File: src/rtl/fifo_rr_drain.sv
// fifo_rr_drain
//
// Purpose:
//   Read-side scheduler that drains NCH FIFO read ports into a single
//   valid/ready byte stream. Each output byte is tagged with its source
//   channel. The FIFOs have a 1-cycle registered rd_data.
//
//   Channels are granted round-robin. Each grant may pop up to BURST_MAX
//   times before the scheduler rotates to the next channel. Everything runs
//   in the FIFO read clock domain.
//
// Ports:
//   rd_clk        clock (same as the FIFO read clock)
//   rd_rst        synchronous reset, active-high
//   enable        0: start no new grant, and end the current burst at the
//                 next issue slot
//   chan_mask     per-channel grant eligibility
//   fifo_empty    per-channel empty flags
//   fifo_rd_en    per-channel pop strobes (at most one high per cycle)
//   fifo_rd_data  packed read data; channel i is at [i*DW +: DW]
//   out_valid     out_data/out_chan are valid
//   out_ready     downstream accept
//   out_data      popped byte
//   out_chan      source channel of out_data
//   busy          FSM in BURST, a read in flight, or output buffer occupied
//
// Optional feature:
//   FIFO_DRAIN_STATS_EN  when defined, adds two free-running counters, both
//                        cleared by rd_rst:
//                          stat_bytes  - one count per pop
//                          stat_grants - one count per IDLE->BURST transition
//
// Reset note:
//   A reset in the middle of a burst discards any in-flight or buffered
//   bytes. The FIFO read pointers have already advanced past them, so those
//   bytes are lost.

module fifo_rr_drain #(
  parameter int NCH       = 4,
  parameter int DW        = 8,
  parameter int BURST_MAX = 4
) (
  input  logic                     rd_clk,
  input  logic                     rd_rst,
  input  logic                     enable,
  input  logic [NCH-1:0]           chan_mask,
  input  logic [NCH-1:0]           fifo_empty,
  output logic [NCH-1:0]           fifo_rd_en,
  input  logic [NCH*DW-1:0]        fifo_rd_data,
  output logic                     out_valid,
  input  logic                     out_ready,
  output logic [DW-1:0]            out_data,
  output logic [$clog2(NCH)-1:0]   out_chan,
`ifdef FIFO_DRAIN_STATS_EN
  output logic [31:0]              stat_bytes,
  output logic [15:0]              stat_grants,
`endif
  output logic                     busy
);

  localparam int CW = $clog2(NCH);
  localparam logic [CW:0]   NCH_W   = (CW+1)'(NCH);
  localparam logic [CW-1:0] LAST_CH = CW'(NCH - 1);
  localparam logic [7:0]    BMAX    = 8'(BURST_MAX);

  localparam logic [0:0] S_IDLE  = 1'b0;
  localparam logic [0:0] S_BURST = 1'b1;

  logic [0:0]    state_q, state_d;
  logic [CW-1:0] grant_q, grant_d;
  logic [CW-1:0] rr_ptr_q, rr_ptr_d;
  logic [7:0]    cnt_q, cnt_d;
  logic          infl_q;
  logic [CW-1:0] infl_chan_q;
  logic [1:0]    occ_q;
  logic [DW-1:0] buf0_data_q, buf1_data_q;
  logic [CW-1:0] buf0_chan_q, buf1_chan_q;

  logic          out_pop;
  logic [2:0]    pending;
  logic          credit;
  logic          pop_en;
  logic          scan_found;
  logic [CW-1:0] scan_pick;
  logic [CW:0]   scan_idx;
  logic [CW-1:0] grant_inc;
  logic [DW-1:0] rd_data_arr [NCH];
  logic [DW-1:0] wr_data;

  // Unpack the read data bus and build the one-hot pop strobes.
  for (genvar gi = 0; gi < NCH; gi++) begin : g_ch
    assign rd_data_arr[gi] = fifo_rd_data[gi*DW +: DW];
    assign fifo_rd_en[gi]  = pop_en && (grant_q == CW'(gi));
  end

  assign out_valid = (occ_q != 2'd0);
  assign out_pop   = out_valid && out_ready;
  assign out_data  = buf0_data_q;
  assign out_chan  = buf0_chan_q;
  assign busy      = (state_q != S_IDLE) || infl_q || (occ_q != 2'd0);
  assign wr_data   = rd_data_arr[infl_chan_q];

  // Bytes that will still need a buffer slot after this cycle. Keeping this
  // at or below 1 before issuing a pop is what bounds the buffer at 2 entries.
  assign pending = {1'b0, occ_q} + {2'b0, infl_q} - {2'b0, out_pop};
  assign credit  = (pending <= 3'd1);

  // Explicit compare, so non-power-of-2 NCH wraps correctly.
  assign grant_inc = (grant_q == LAST_CH) ? '0 : grant_q + 1'b1;

  // Round-robin scan: first eligible, non-empty channel at or after rr_ptr.
  always_comb begin
    scan_found = 1'b0;
    scan_pick  = '0;
    scan_idx   = '0;
    for (int k = 0; k < NCH; k++) begin
      scan_idx = {1'b0, rr_ptr_q} + (CW+1)'(k);
      if (scan_idx >= NCH_W) begin
        scan_idx = scan_idx - NCH_W;
      end
      if (!scan_found && chan_mask[scan_idx[CW-1:0]] &&
          !fifo_empty[scan_idx[CW-1:0]]) begin
        scan_found = 1'b1;
        scan_pick  = scan_idx[CW-1:0];
      end
    end
  end

  // Grant / burst FSM.
  always_comb begin
    state_d  = state_q;
    grant_d  = grant_q;
    rr_ptr_d = rr_ptr_q;
    cnt_d    = cnt_q;
    pop_en   = 1'b0;
    case (state_q)
      S_IDLE: begin
        if (enable && scan_found) begin
          grant_d = scan_pick;
          cnt_d   = 8'd0;
          state_d = S_BURST;
        end
      end
      default: begin
        // Without credit, hold: no pop, count unchanged, grant kept.
        if (credit) begin
          if (!fifo_empty[grant_q] && chan_mask[grant_q] && enable) begin
            pop_en = 1'b1;
            cnt_d  = cnt_q + 8'd1;
            if (cnt_q + 8'd1 == BMAX) begin
              state_d  = S_IDLE;
              rr_ptr_d = grant_inc;
            end
          end else begin
            state_d  = S_IDLE;
            rr_ptr_d = grant_inc;
          end
        end
      end
    endcase
  end

  always_ff @(posedge rd_clk) begin
    if (rd_rst) begin
      state_q  <= S_IDLE;
      grant_q  <= '0;
      rr_ptr_q <= '0;
      cnt_q    <= 8'd0;
    end else begin
      state_q  <= state_d;
      grant_q  <= grant_d;
      rr_ptr_q <= rr_ptr_d;
      cnt_q    <= cnt_d;
    end
  end

  // In-flight tracker. rd_data is valid one cycle after the pop.
  always_ff @(posedge rd_clk) begin
    if (rd_rst) begin
      infl_q      <= 1'b0;
      infl_chan_q <= '0;
    end else begin
      infl_q      <= pop_en;
      infl_chan_q <= grant_q;
    end
  end

  // Two-entry output buffer. Entry 0 is the head and drives out_*.
  // A write with no pop while occ==2 cannot happen, because of the credit
  // check above.
  always_ff @(posedge rd_clk) begin
    if (rd_rst) begin
      occ_q       <= 2'd0;
      buf0_data_q <= '0;
      buf0_chan_q <= '0;
      buf1_data_q <= '0;
      buf1_chan_q <= '0;
    end else if (out_pop) begin
      if (occ_q == 2'd2) begin
        buf0_data_q <= buf1_data_q;
        buf0_chan_q <= buf1_chan_q;
        if (infl_q) begin
          buf1_data_q <= wr_data;
          buf1_chan_q <= infl_chan_q;
        end else begin
          occ_q <= 2'd1;
        end
      end else begin
        if (infl_q) begin
          buf0_data_q <= wr_data;
          buf0_chan_q <= infl_chan_q;
        end else begin
          occ_q <= 2'd0;
        end
      end
    end else if (infl_q) begin
      if (occ_q == 2'd0) begin
        buf0_data_q <= wr_data;
        buf0_chan_q <= infl_chan_q;
        occ_q       <= 2'd1;
      end else begin
        buf1_data_q <= wr_data;
        buf1_chan_q <= infl_chan_q;
        occ_q       <= 2'd2;
      end
    end
  end

`ifdef FIFO_DRAIN_STATS_EN
  logic [31:0] stat_bytes_q;
  logic [15:0] stat_grants_q;

  always_ff @(posedge rd_clk) begin
    if (rd_rst) begin
      stat_bytes_q  <= 32'd0;
      stat_grants_q <= 16'd0;
    end else begin
      if (pop_en) begin
        stat_bytes_q <= stat_bytes_q + 32'd1;
      end
      if (state_q == S_IDLE && state_d == S_BURST) begin
        stat_grants_q <= stat_grants_q + 16'd1;
      end
    end
  end

  assign stat_bytes  = stat_bytes_q;
  assign stat_grants = stat_grants_q;
`endif

endmodule
File: config.mk
export PLATFORM = sky130hd
export DESIGN_NAME = fifo_rr_drain
export DESIGN_NICKNAME = d
export VERILOG_FILES = /design/src/rtl/fifo_rr_drain.sv
export SDC_FILE = /design/constraint.sdc
export NUM_CORES = 1
export LEC_CHECK = 0
export CAP_MARGIN = 15
export CORE_MARGIN = 4
export CORE_UTILIZATION = 52
export DETAILED_ROUTE_END_ITERATION = 8
export HOLD_SLACK_MARGIN = 0.15
export PLACE_DENSITY = 0.95
export SYNTH_ARGS = -nofsm -noshare
export SYNTH_HDL_FRONTEND = slang
export SYNTH_SLANG_ARGS = --single-unit
File: constraint.sdc
create_clock -name rd_clk -period 5 [get_ports rd_clk]
set_input_delay 1 -clock rd_clk [delete_from_list [all_inputs] [get_ports rd_clk]]
set_output_delay 1 -clock rd_clk [all_outputs]
set_load 0.03 [all_outputs]
# ---- Word-level counts from Yosys, hierarchy flattened
# Index checks and enable logic that the tools add are counted.
dict set report word_totals {
  reg_bits 38
  in_bits 44
  output_inout_bits 16
  wordCells 159
}
dict set report op_classes {
  n_addsub 11
  order_cmp 11
  eq_ne 12
  n_mux 74
  bitwise_logic 2
  n_reduce_logical 38
}
# operator count
set op_table {}
lappend op_table {{two-way mux 8 bit} 15}
lappend op_table {{two-way mux 2 bit} 26}
lappend op_table {{two-way mux 1 bit} 22}
lappend op_table {{binary-select mux 1 bit (select 2 bit)} 10}
lappend op_table {{binary-select mux 8 bit (select 2 bit)} 1}
lappend op_table {{logical AND 1 bit} 15}
lappend op_table {{less-than comparator 2 x 3 -> 1 bit (second input constant)} 5}
lappend op_table {{greater-or-equal comparator 3 bit (second input constant)} 4}
lappend op_table {{nonzero test 2 bit} 5}
lappend op_table {{AND reduction 3 bit} 3}
lappend op_table {{adder 8 x 1 -> 8 bit (second input constant)} 1}
lappend op_table {{equality test 8 x 3 -> 1 bit (second input constant)} 1}
lappend op_table {{logical NOT 1 bit} 8}
lappend op_table {{!= test 2 x 1 -> 1 bit (second input constant)} 4}
lappend op_table {{subtractor 2 x 1 -> 2 bit (second input constant)} 4}
lappend op_table {{adder 2 x 2 -> 3 bit (second input constant)} 2}
lappend op_table {{equality test 2 bit (second input constant)} 3}
lappend op_table {{!= test 2 bit (second input constant)} 3}
lappend op_table {{logical NOT 2 bit} 2}
lappend op_table {{AND reduction 2 bit} 2}
lappend op_table {{AND reduction 4 bit} 1}
lappend op_table {{adder 2 x 1 -> 3 bit} 1}
lappend op_table {{adder 2 x 1 -> 3 bit (second input constant)} 1}
lappend op_table {{greater-or-equal comparator 2 x 3 -> 1 bit (second input constant)} 1}
lappend op_table {{other kinds (7)} 8}

# ---- Logic depth before layout (Yosys ltp)
# Gate-level depths: netlist of the first run.
dict set report depth {
  word_depth 22
  mapped_depth 13
  depth_no_buf 11
}

# ---- Worst setup path after synthesis of the first run
# OpenSTA, ideal clock, no wires.
dict set report synth_path {
  kind {input to output}
  startpoint {input port out_ready}
  endpoint {output port fifo_rd_en[0]}
  t_arrival_ns 2.901
  required_time_ns 4.000
  setup_slack_ns 1.099
  cell_stages 11
  path_buffers 2
  path_cell_list {nand2_1 clkbuf_1 nand2_1 ha_1 inv_1 fa_1 xnor2_1 nand3_1 nor3_4 buf_6 and2_1}
}
dict set report synth_between {
  elab_chain_len 6
}
# element line_no
set synth_lines {}
lappend synth_lines {{from (decl)} 51} ;# input logic out_ready,
lappend synth_lines {{logical AND 1 bit} 97} ;# assign out_pop = out_valid && out_ready;
lappend synth_lines {{subtractor 3 x 1 -> 3 bit} 105} ;# assign pending = {1'b0, occ_q} + {2'b0, infl_q} - {2'b0, out_pop};
lappend synth_lines {{less-or-equal comparator 3 x 1 -> 1 bit} 106} ;# assign credit = (pending <= 3'd1);
lappend synth_lines {{two-way mux 1 bit} 146} ;# if (credit) begin
lappend synth_lines {{two-way mux 1 bit} 136} ;# case (state_q)
lappend synth_lines {{logical AND 1 bit} 93} ;# assign fifo_rd_en[gi] = pop_en && (grant_q == CW'(gi));
lappend synth_lines {{to (decl)} 48} ;# output logic [NCH-1:0] fifo_rd_en,
# Every way passes these cells.

# ---- Worst setup path after layout of the first run
dict set report layout_path {
  startpoint {input port out_ready}
  endpoint {output port fifo_rd_en[1]}
}
# Same word-level chain as after synthesis.

==> impl_metrics.ini, run 1 <==
[outcome]
outcome = completed

[grt]
grt-ovfl-total = 0
grt_pass1_wl_um = 9301
grt_pass1_vias = 2017
track_usage_pct = 22.84
grt_max_degree = 41
antenna_found_initial = 1

[cts]
cts_hold_buffers = 0
clockBufferDepth = 2
numCtsBuffers = 5
clk_pin_slew_ps = 70
cts_setup_buffers = 0
clock_latency_ps = 300
cts_sinks = 38
cts_resized = 0
clockRootBuffer = clkbuf_8
cts_tree = done
htreeDepth = 2

[finish]
final_util_pct = 72.16
drive_above_1_share_pct = 13.29
final_cell_mix = 55 x clkdlybuf4s50_1, 38 x dfxtp_1, 36 x nand2_1, 28 x nor2_1, 13 x mux2i_1
final_common_cell = clkdlybuf4s50_1
multiInputGateArea_um2 = 1350
fill_cells = 283
register_area_um2 = 760.7
fin_nets = 352
n_antenna_cell = 0
area_delta_synth_final_pct = 32.95

[hold_path]
min-delay-start = buf1_data_q[7]$_SDFFE_PP0P_
hold_end = out_data[7]$_SDFFE_PP0P_
holdCritPathClass = flip-flop to flip-flop
hold_depth = 2

[sta]
setup_viol = 0
tightest_slew_ps = 614.5
tns_ps = 0
skew_ps = 2.976
post-route-min-period_ps = 4580
rsz0062_at_grt = no
fmax_mhz = 218.3
maxSlewViolCount = 0
finalHoldViolations = 0
fin_crit_sh_pct = 91.60
relSlewSlack_pct = 58.98

[floorplan]
initial_utilization_pct = 54.27
die_area_um2 = 5340
die_x_um = 73.08
ios = 60
die_h_um = 73.08
rows = 23
core-area_um2 = 4058

[routing]
drc = 0
postRouteAntennaNets = 0
dr.pass1.iters = 4
drtIter0Drc = 115
num_vias = 2064
wl_per_cell_um = 16.63
totalWireLength_um = 5837
vias_per_cell = 5.880

[worst_setup_path]
cp_top_family = simple AND/OR/NAND/NOR gates
r2r_start = occ_q[1]$_SDFFE_PP0P_
r2r_end = cnt_q[5]$_SDFFE_PP0P_
rr_worst_depth = 11
cp_slowest_cell = clkdlybuf4s50_1
critPathKind = input pin to primary output
end_kind = primary output
cp_common_cell = buf_4
critPathMaxFanout = 13
critPathMaxStageDelay_ps = 510
cp.arrival_ps = 3580
cp_data_required_time_ps = 4000
start_kind = input pin
regToRegSetupSlack_ps = 2250
cp_num_cells = 10
path_cells = clkdlybuf4s50_1 > nand2_1 > buf_4 > inv_2 > fa_1 > xnor2_1 > nand3_1 > nor3_4 > and2_1 > buf_4
path_buf_inv = 4

[yosys]
postSynthCellCount = 243
synthArstFlopShare_pct = 0
syn-cell-area_um2 = 2202
synth-seq-area-share_pct = 34.55
ys.flop_type = dfxtp_1
ys_ff_latch = 38
yosys_warnings = 0
synth_edf_count = 0
syn_area_per_cell_um2 = 9.062
syn_nets = 295
yosysUniqueCellTypes = 47

[placed_design]
place.gp.congestion = 0.8826
place.port_buffers = 59
hpwl_um = 4244

[run]
maxCapViolCount = 0

[power]
leakage_nw = 1.031
p_per_area_nw_per_um2 = 227.3
ir_drop_uv = 183.6
-- how the worst max path moves through the flow --
stage | end | slack (ps) | from
4_1_cts | fifo_rd_en[2] | 450 | out_ready
3_5_place_dp | fifo_rd_en[2] | 450 | out_ready
3_3_place_gp | fifo_rd_en[0] | 540 | out_ready
5_1_grt | fifo_rd_en[2] | 240 | out_ready
6_report | fifo_rd_en[1] | 420 | out_ready
2_1_floorplan | fifo_rd_en[0] | 1100 | out_ready
-- per-layer routing --
layer | vias to the layer above | part of all wire, % | track usage, %
li1 | 987 | - | -
met1 | 983 | 40 | 27.42
met2 | 71 | 51 | 37.34
met3 | 21 | 4.9 | 5.096
met4 | 2 | 3.6 | 13.11
met5 | - | 0.22 | 0
-- worst min-delay path: cells and delay by family, from the launching register on --
kind               cells  cell delay (ps)
AOI/OAI and AO/OA      1               70
and+or+nand+nor        1               50
DFF                    1              310
-- report_power, final --
part	leakage, nW	switching [mW]	internal [mW]	total (mW)
logic	0.667	0.0412	0.0603	0.101
clock network	0.0575	0.111	0.139	0.250
registers	0.307	0.00712	0.306	0.314
total	1.03	0.159	0.506	0.665
-- per-stage QoR --
step / total power, mW / hold WS [ps] / area, µm² / instances / setup slack (ps)
finish: 0.6655 / 482.2 / 2928 / 351 / 419.9
global route: 0.6849 / 506.2 / 2928 / 351 / 238.4
CTS: 0.6664 / 484.4 / 2917 / 350 / 446.7
detailed placement: 0.4203 / 474.3 / 2806 / 342 / 447.7
global placement: 0.4181 / 460.6 / 2806 / 342 / 539.7
floorplan: 0.3703 / 454.3 / 2202 / 243 / 1099
-- registers in the layout, summed over array words and instances, names as in the netlist --
name	flops
buf1_chan_q	2
buf1_data_q	8
cnt_q	8
grant_q	2
infl_chan_q	2
infl_q	1
occ_q	2
out_chan	2
out_data	8
rr_ptr_q	2
state_q	1
-- cell usage after synthesis, types with 2 or more instances --
cell type | instances | area [µm²]
dfxtp_1 | 38 | 760.7
nand2_1 | 36 | 135.1
nor2_1 | 28 | 105.1
mux2i_1 | 13 | 130.1
a311oi_1 | 10 | 87.58
mux4_2 | 10 | 225.2
nand3_1 | 9 | 45.04
a21oi_1 | 8 | 40.04
a31oi_1 | 7 | 43.79
clkbuf_1 | 7 | 26.28
ha_1 | 7 | 87.58
inv_1 | 6 | 22.52
nand2b_1 | 6 | 37.54
or3_1 | 6 | 37.54
and2_1 | 4 | 25.02
buf_2 | 4 | 20.02
nand3b_1 | 4 | 30.03
o21ai_0 | 4 | 20.02
and2b_4 | 3 | 30.03
nor2b_1 | 3 | 18.77
inv_2 | 2 | 7.510
o211ai_1 | 2 | 15.01
xnor2_1 | 2 | 17.52
-- area by class of cell --
type                       count  area share, %
timing repair buffer          63          20.98
clock buffer                   8          3.761
sequential                    38          25.98
inverter                       8          1.026
multi-input combinational    184          46.11
tap                           50          2.137
-- cells by family (layout without fill, tap and decap cells) --
logic type               Yosys count  after routing  synth area share [%]
adder cells (fa/ha/maj)            8              8                 4.886
AND/OR/NAND/NOR                  110            110                 25.17
flip-flops                        38             38                 34.55
buffers and inverters             21             79                 4.148
AO/OA/AOI/OAI                     39             39                 13.13
multiplexers                      25             25                 17.33
XOR/XNOR                           2              2                0.7956
(Power assumes the default switching activity.)
==> inputs of run 2 (changes only) <==
CORE_UTILIZATION = 48   (was 52)
GPL_ROUTABILITY_DRIVEN = 1   (was unset)
PLACE_DENSITY = 0.91   (was 0.95)
SLEW_MARGIN = 20   (was unset)
clock period = 5.25 ns   (was 5 ns; I/O delays follow)
==> impl_metrics.ini, run 2 (synthesis results as in run 1) <==
[cts]
clock_latency_ps = 290
cts_hold_buffers = 0
cts_sinks = 38
clk_pin_slew_ps = 70
cts_tree = done
clockBufferDepth = 2
clockRootBuffer = clkbuf_8
numCtsBuffers = 5
htreeDepth = 2
cts_setup_buffers = 0
cts_resized = 0

[routing]
dr.pass1.iters = 4
wl_per_cell_um = 15.67
num_vias = 2043
vias_per_cell = 5.821
postRouteAntennaNets = 0
totalWireLength_um = 5499
drc = 0
drtIter0Drc = 124

[placed_design]
place.gp.congestion = 0.8611
hpwl_um = 4163
place.port_buffers = 59
place_area_um2 = 2809

[grt]
grt_pass1_wl_um = 8776
grt_max_degree = 41
antenna_found_initial = 0
grt-ovfl-total = 0
track_usage_pct = 20.22
grt_pass1_vias = 1947

[floorplan]
initial_utilization_pct = 50.23
die_area_um2 = 5735
rows = 24
core-area_um2 = 4384
ios = 60
die_x_um = 75.73
die_h_um = 75.73

[finish]
final_cell_mix = 55 x clkdlybuf4s50_1, 38 x dfxtp_1, 36 x nand2_1, 27 x nor2_1, 13 x mux2i_1
area_delta_synth_final_pct = 31.25
fin_nets = 351
fill_cells = 351
fin_area_um2 = 2890
n_antenna_cell = 0
final_common_cell = clkdlybuf4s50_1
final_util_pct = 65.92
drive_above_1_share_pct = 13.04

[sta]
skew_ps = 5.195
relSlewSlack_pct = 50.84
fin_crit_sh_pct = 89.64
post-route-min-period_ps = 4706
rsz0062_at_grt = no
finalHoldWorstSlack_ps = 477.5
tns_ps = 0
maxSlewViolCount = 0
tightest_slew_ps = 736.6
fmax_mhz = 212.5
setup_viol = 0
finalHoldViolations = 0

[power]
ir_drop_uv = 139.2
leakage_nw = 1.011
total_power_mw = 0.5845
p_per_area_nw_per_um2 = 202.2

[worst_setup_path]
cp.arrival_ps = 3660
critPathKind = input pin to primary output
critPathMaxFanout = 13
start_kind = input pin
end_kind = primary output
cp_data_required_time_ps = 4200

[outcome]
outcome = completed

[hold_path]
holdCritPathClass = flip-flop to flip-flop

[run]
maxCapViolCount = 0
run 2: changes by cell type in the layout (fill, tap and decap cells not counted), sizes merged:
cell    delta
buf        -1
clkbuf     -3
clkinv     +2
run 2: final cells by class:
type                            instances  area (µm²)  share of cell area [%]
Sequential cell                        38       760.7                   26.32
Clock buffer                            5       68.82                   2.381
Tap cell                               52       65.06                   2.251
Clock inverter                          2       10.01                  0.3463
Inverter                                8       30.03                   1.039
Multi-Input combinational cell        184        1353                   46.80
Timing Repair Buffer                   62       603.1                   20.87
run 2: per-layer routing:
metal | wire [µm] | track usage, % | up-vias
met5 | 0 | 0 | -
met4 | 95 | 6.602 | 0
met3 | 425 | 6.069 | 9
met2 | 2794 | 33.56 | 82
met1 | 2183 | 25.12 | 974
li1 | - | - | 978
run 2: power by group:
part           switching [mW]  internal (mW)  total [mW]
clock network          0.0998         0.0890       0.189
registers             0.00691          0.292       0.299
logic                  0.0395         0.0574      0.0969
total                   0.146          0.438       0.585
run 2: through the flow:
step,cells,setup WS [ps]
after detailed placement,344,557.6
after floorplan,243,1249
after CTS,351,553.3
after global routing,351,335.4
after global placement,344,690.2
final,351,544.1
run 2: final timing paths:
kind         slack (ps)                       end  cells past startpoint                   startpoint
max                 540             fifo_rd_en[3]                     10                    out_ready
min                 480  out_data[3]$_SDFFE_PP0P_                      2  buf1_data_q[3]$_SDFFE_PP0P_
min reg2reg         480  out_data[3]$_SDFFE_PP0P_                      2  buf1_data_q[3]$_SDFFE_PP0P_
max reg2reg        2490     cnt_q[4]$_SDFFE_PP0P_                     11        occ_q[1]$_SDFFE_PP0P_
run 2: worst max-delay path: stages:
cell and delay [ps]:
clkdlybuf4s50_1 520, nand2_1 140, buf_4 190, inv_2 120
fa_1 420, xnor2_1 180, nand3_1 200, nor3_4 460
and2_1 210, buf_4 160
==> inputs of run 3 (changes only) <==
==> constraint.sdc (replaced) <==
create_clock -name rd_clk -period 5.25 [get_ports rd_clk]
set_input_delay 1.575 -clock rd_clk [delete_from_list [all_inputs] [get_ports rd_clk]]
set_output_delay 1.575 -clock rd_clk [all_outputs]
set_load 0.03 [all_outputs]
==> impl_metrics.ini, run 3 (synthesis results as in run 1) <==
[outcome]
outcome = completed

[worst_setup_path]
critPathMaxStageDelay_ps = 350
cp.arrival_ps = 3470
rr_worst_depth = 12
critPathMaxFanout = 5
cp_top_family = simple AND/OR/NAND/NOR gates
path_buf_inv = 3
regToRegSetupSlack_ps = 2290
end_kind = primary output
r2r_end = cnt_q[3]$_SDFFE_PP0P_
start_kind = input pin
path_cells = dlymetal6s2s_1 > nand2b_4 > nand2_1 > ha_1 > inv_1 > fa_2 > xnor2_2 > nand3_2 > nor3_4 > and2_4 > buf_6
critPathKind = input pin to primary output
cp_data_required_time_ps = 3680
r2r_start = occ_q[1]$_SDFFE_PP0P_
cp_slowest_cell = fa_2

[grt]
use_met3_pct = 5.937
grt_max_degree = 41
track_usage_pct = 21.10
grt_pass1_wl_um = 9246
top_usage_layer = met2
grt-ovfl-total = 0
grt_pass1_vias = 2045
antenna_found_initial = 0
use_met2_pct = 34.80
met1_usage_pct = 27.30

[power]
leakage_nw = 1.096
p_per_area_nw_per_um2 = 213.4
ir_drop_uv = 176.5

[finish]
final_util_pct = 69.29
drive_above_1_share_pct = 18.45
fill_cells = 317
n_antenna_cell = 0
final_common_cell = clkdlybuf4s50_1
final_cell_mix = 54 x clkdlybuf4s50_1, 38 x dfxtp_1, 35 x nand2_1, 28 x nor2_1, 13 x mux2i_1
fin_nets = 360
area_delta_synth_final_pct = 37.95

[cts]
numCtsBuffers = 5
cts_sinks = 38
cts_tree = done
clk_pin_slew_ps = 70
htreeDepth = 2
clock_latency_ps = 300
clockBufferDepth = 2
clockRootBuffer = clkbuf_8

[hold_path]
holdCritPathClass = flip-flop to flip-flop
hold_depth = 2
hold_end = out_chan[1]$_SDFFE_PP0P_
min-delay-start = buf1_chan_q[1]$_SDFFE_PP0P_

[sta]
rsz0062_at_grt = no
finalHoldWorstSlack_ps = 482.5
finalHoldViolations = 0
fmax_mhz = 198.3
setup_viol = 0
skew_ps = 6.817
fin_crit_sh_pct = 96.08
maxSlewViolCount = 0
post-route-min-period_ps = 5044
tightest_slew_ps = 640.0
relSlewSlack_pct = 57.28

[run]
maxCapViolCount = 0

[routing]
postRouteAntennaNets = 0
vias_per_cell = 5.839
num_vias = 2108
dr.pass1.iters = 6
drtIter0Drc = 180
wl_per_cell_um = 16.78
totalWireLength_um = 6057
drc = 0

[placed_design]
place.gp.congestion = 0.8694
hpwl_um = 4152
place.port_buffers = 59

[floorplan]
core-area_um2 = 4384
die_x_um = 75.73
die_h_um = 75.73
rows = 24
die_area_um2 = 5735
ios = 60
initial_utilization_pct = 50.23
==> run 3: changes by cell type in the layout (fill, tap and decap cells not counted), sizes merged <==
cell / previous run / this run
buf: 7 / 16
bufinv: 0 / 1
clkdlybuf4s50: 55 / 54
dlymetal6s2s: 0 / 1
==> run 3: report_power, final <==
part	switching, mW	leakage (nW)	internal, mW	total (mW)
clock	0.107	0.0579	0.140	0.247
combinational	0.0414	0.732	0.0611	0.102
sequential	0.00696	0.307	0.292	0.299
==> run 3: cell type report <==
cell class,count,area [µm²],area share [%]
Clock buffer,5,68.82,2.265
Clock inverter,3,40.04,1.318
Inverter,8,30.03,0.9885
Multi-Input combinational cell,184,1385,45.59
Sequential cell,38,760.7,25.04
Tap cell,52,65.06,2.142
Timing Repair Buffer,71,688.2,22.65
==> run 3: how the worst max path moves through the flow <==
| stage | endpoint | from | depth (start not counted) | slack (ps) |
|---|---|---|---|---|
| 4_1_cts | fifo_rd_en[2] | out_ready | 11 | -1 |
| 3_5_place_dp | fifo_rd_en[0] | out_ready | 11 | -130 |
| 3_3_place_gp | fifo_rd_en[0] | out_ready | 11 | -80 |
| 5_1_grt | fifo_rd_en[3] | out_ready | 11 | 90 |
| 2_1_floorplan | fifo_rd_en[0] | out_ready | 11 | 200 |
| 6_report | fifo_rd_en[3] | out_ready | 11 | 210 |
==> run 3: layer usage <==
metal	vias to the layer above	wire length [µm]
met1	1001	2402
met2	103	3091
met4	0	55
li1	995	-
met5	-	0
met3	9	508
==> run 3: worst register-to-register path: cells and delay by family (launching register included) <==
| family | cells | cell delay, ps |
|---|---|---|
| DFF | 1 | 540 |
| xor gates and xnor gates | 1 | 190 |
| buffers and inverters | 2 | 190 |
| adders and majority gates | 2 | 480 |
| AOI/OAI and AO/OA | 1 | 200 |
| and+or+nand+nor | 6 | 1280 |
==> run 3: metrics by stage <==
stage | setup WS, ps | power (mW) | instance area, µm² | std cells | TNS, ps
finish | 206.0 | 0.6482 | 3038 | 361 | 0
global route | 88.52 | 0.6686 | 3038 | 361 | 0
CTS | -1.209 | 0.6457 | 2989 | 358 | -1.209
detailed placement | -131.6 | 0.4027 | 2846 | 349 | -498.9
global placement | -77.32 | 0.3996 | 2846 | 349 | -218.9
floorplan | 198.7 | 0.3526 | 2202 | 243 | 0
==> run 3: timing repair <==
action | 4_1_cts | 5_1_grt
gates resized for setup | 6 | 8
setup buffers | 1 | 3
pin swaps | 4 | 6
hold buffers | 0 | 0
setup endpoints to repair | 4 | 4
hold endpoints to repair | 0 | 0
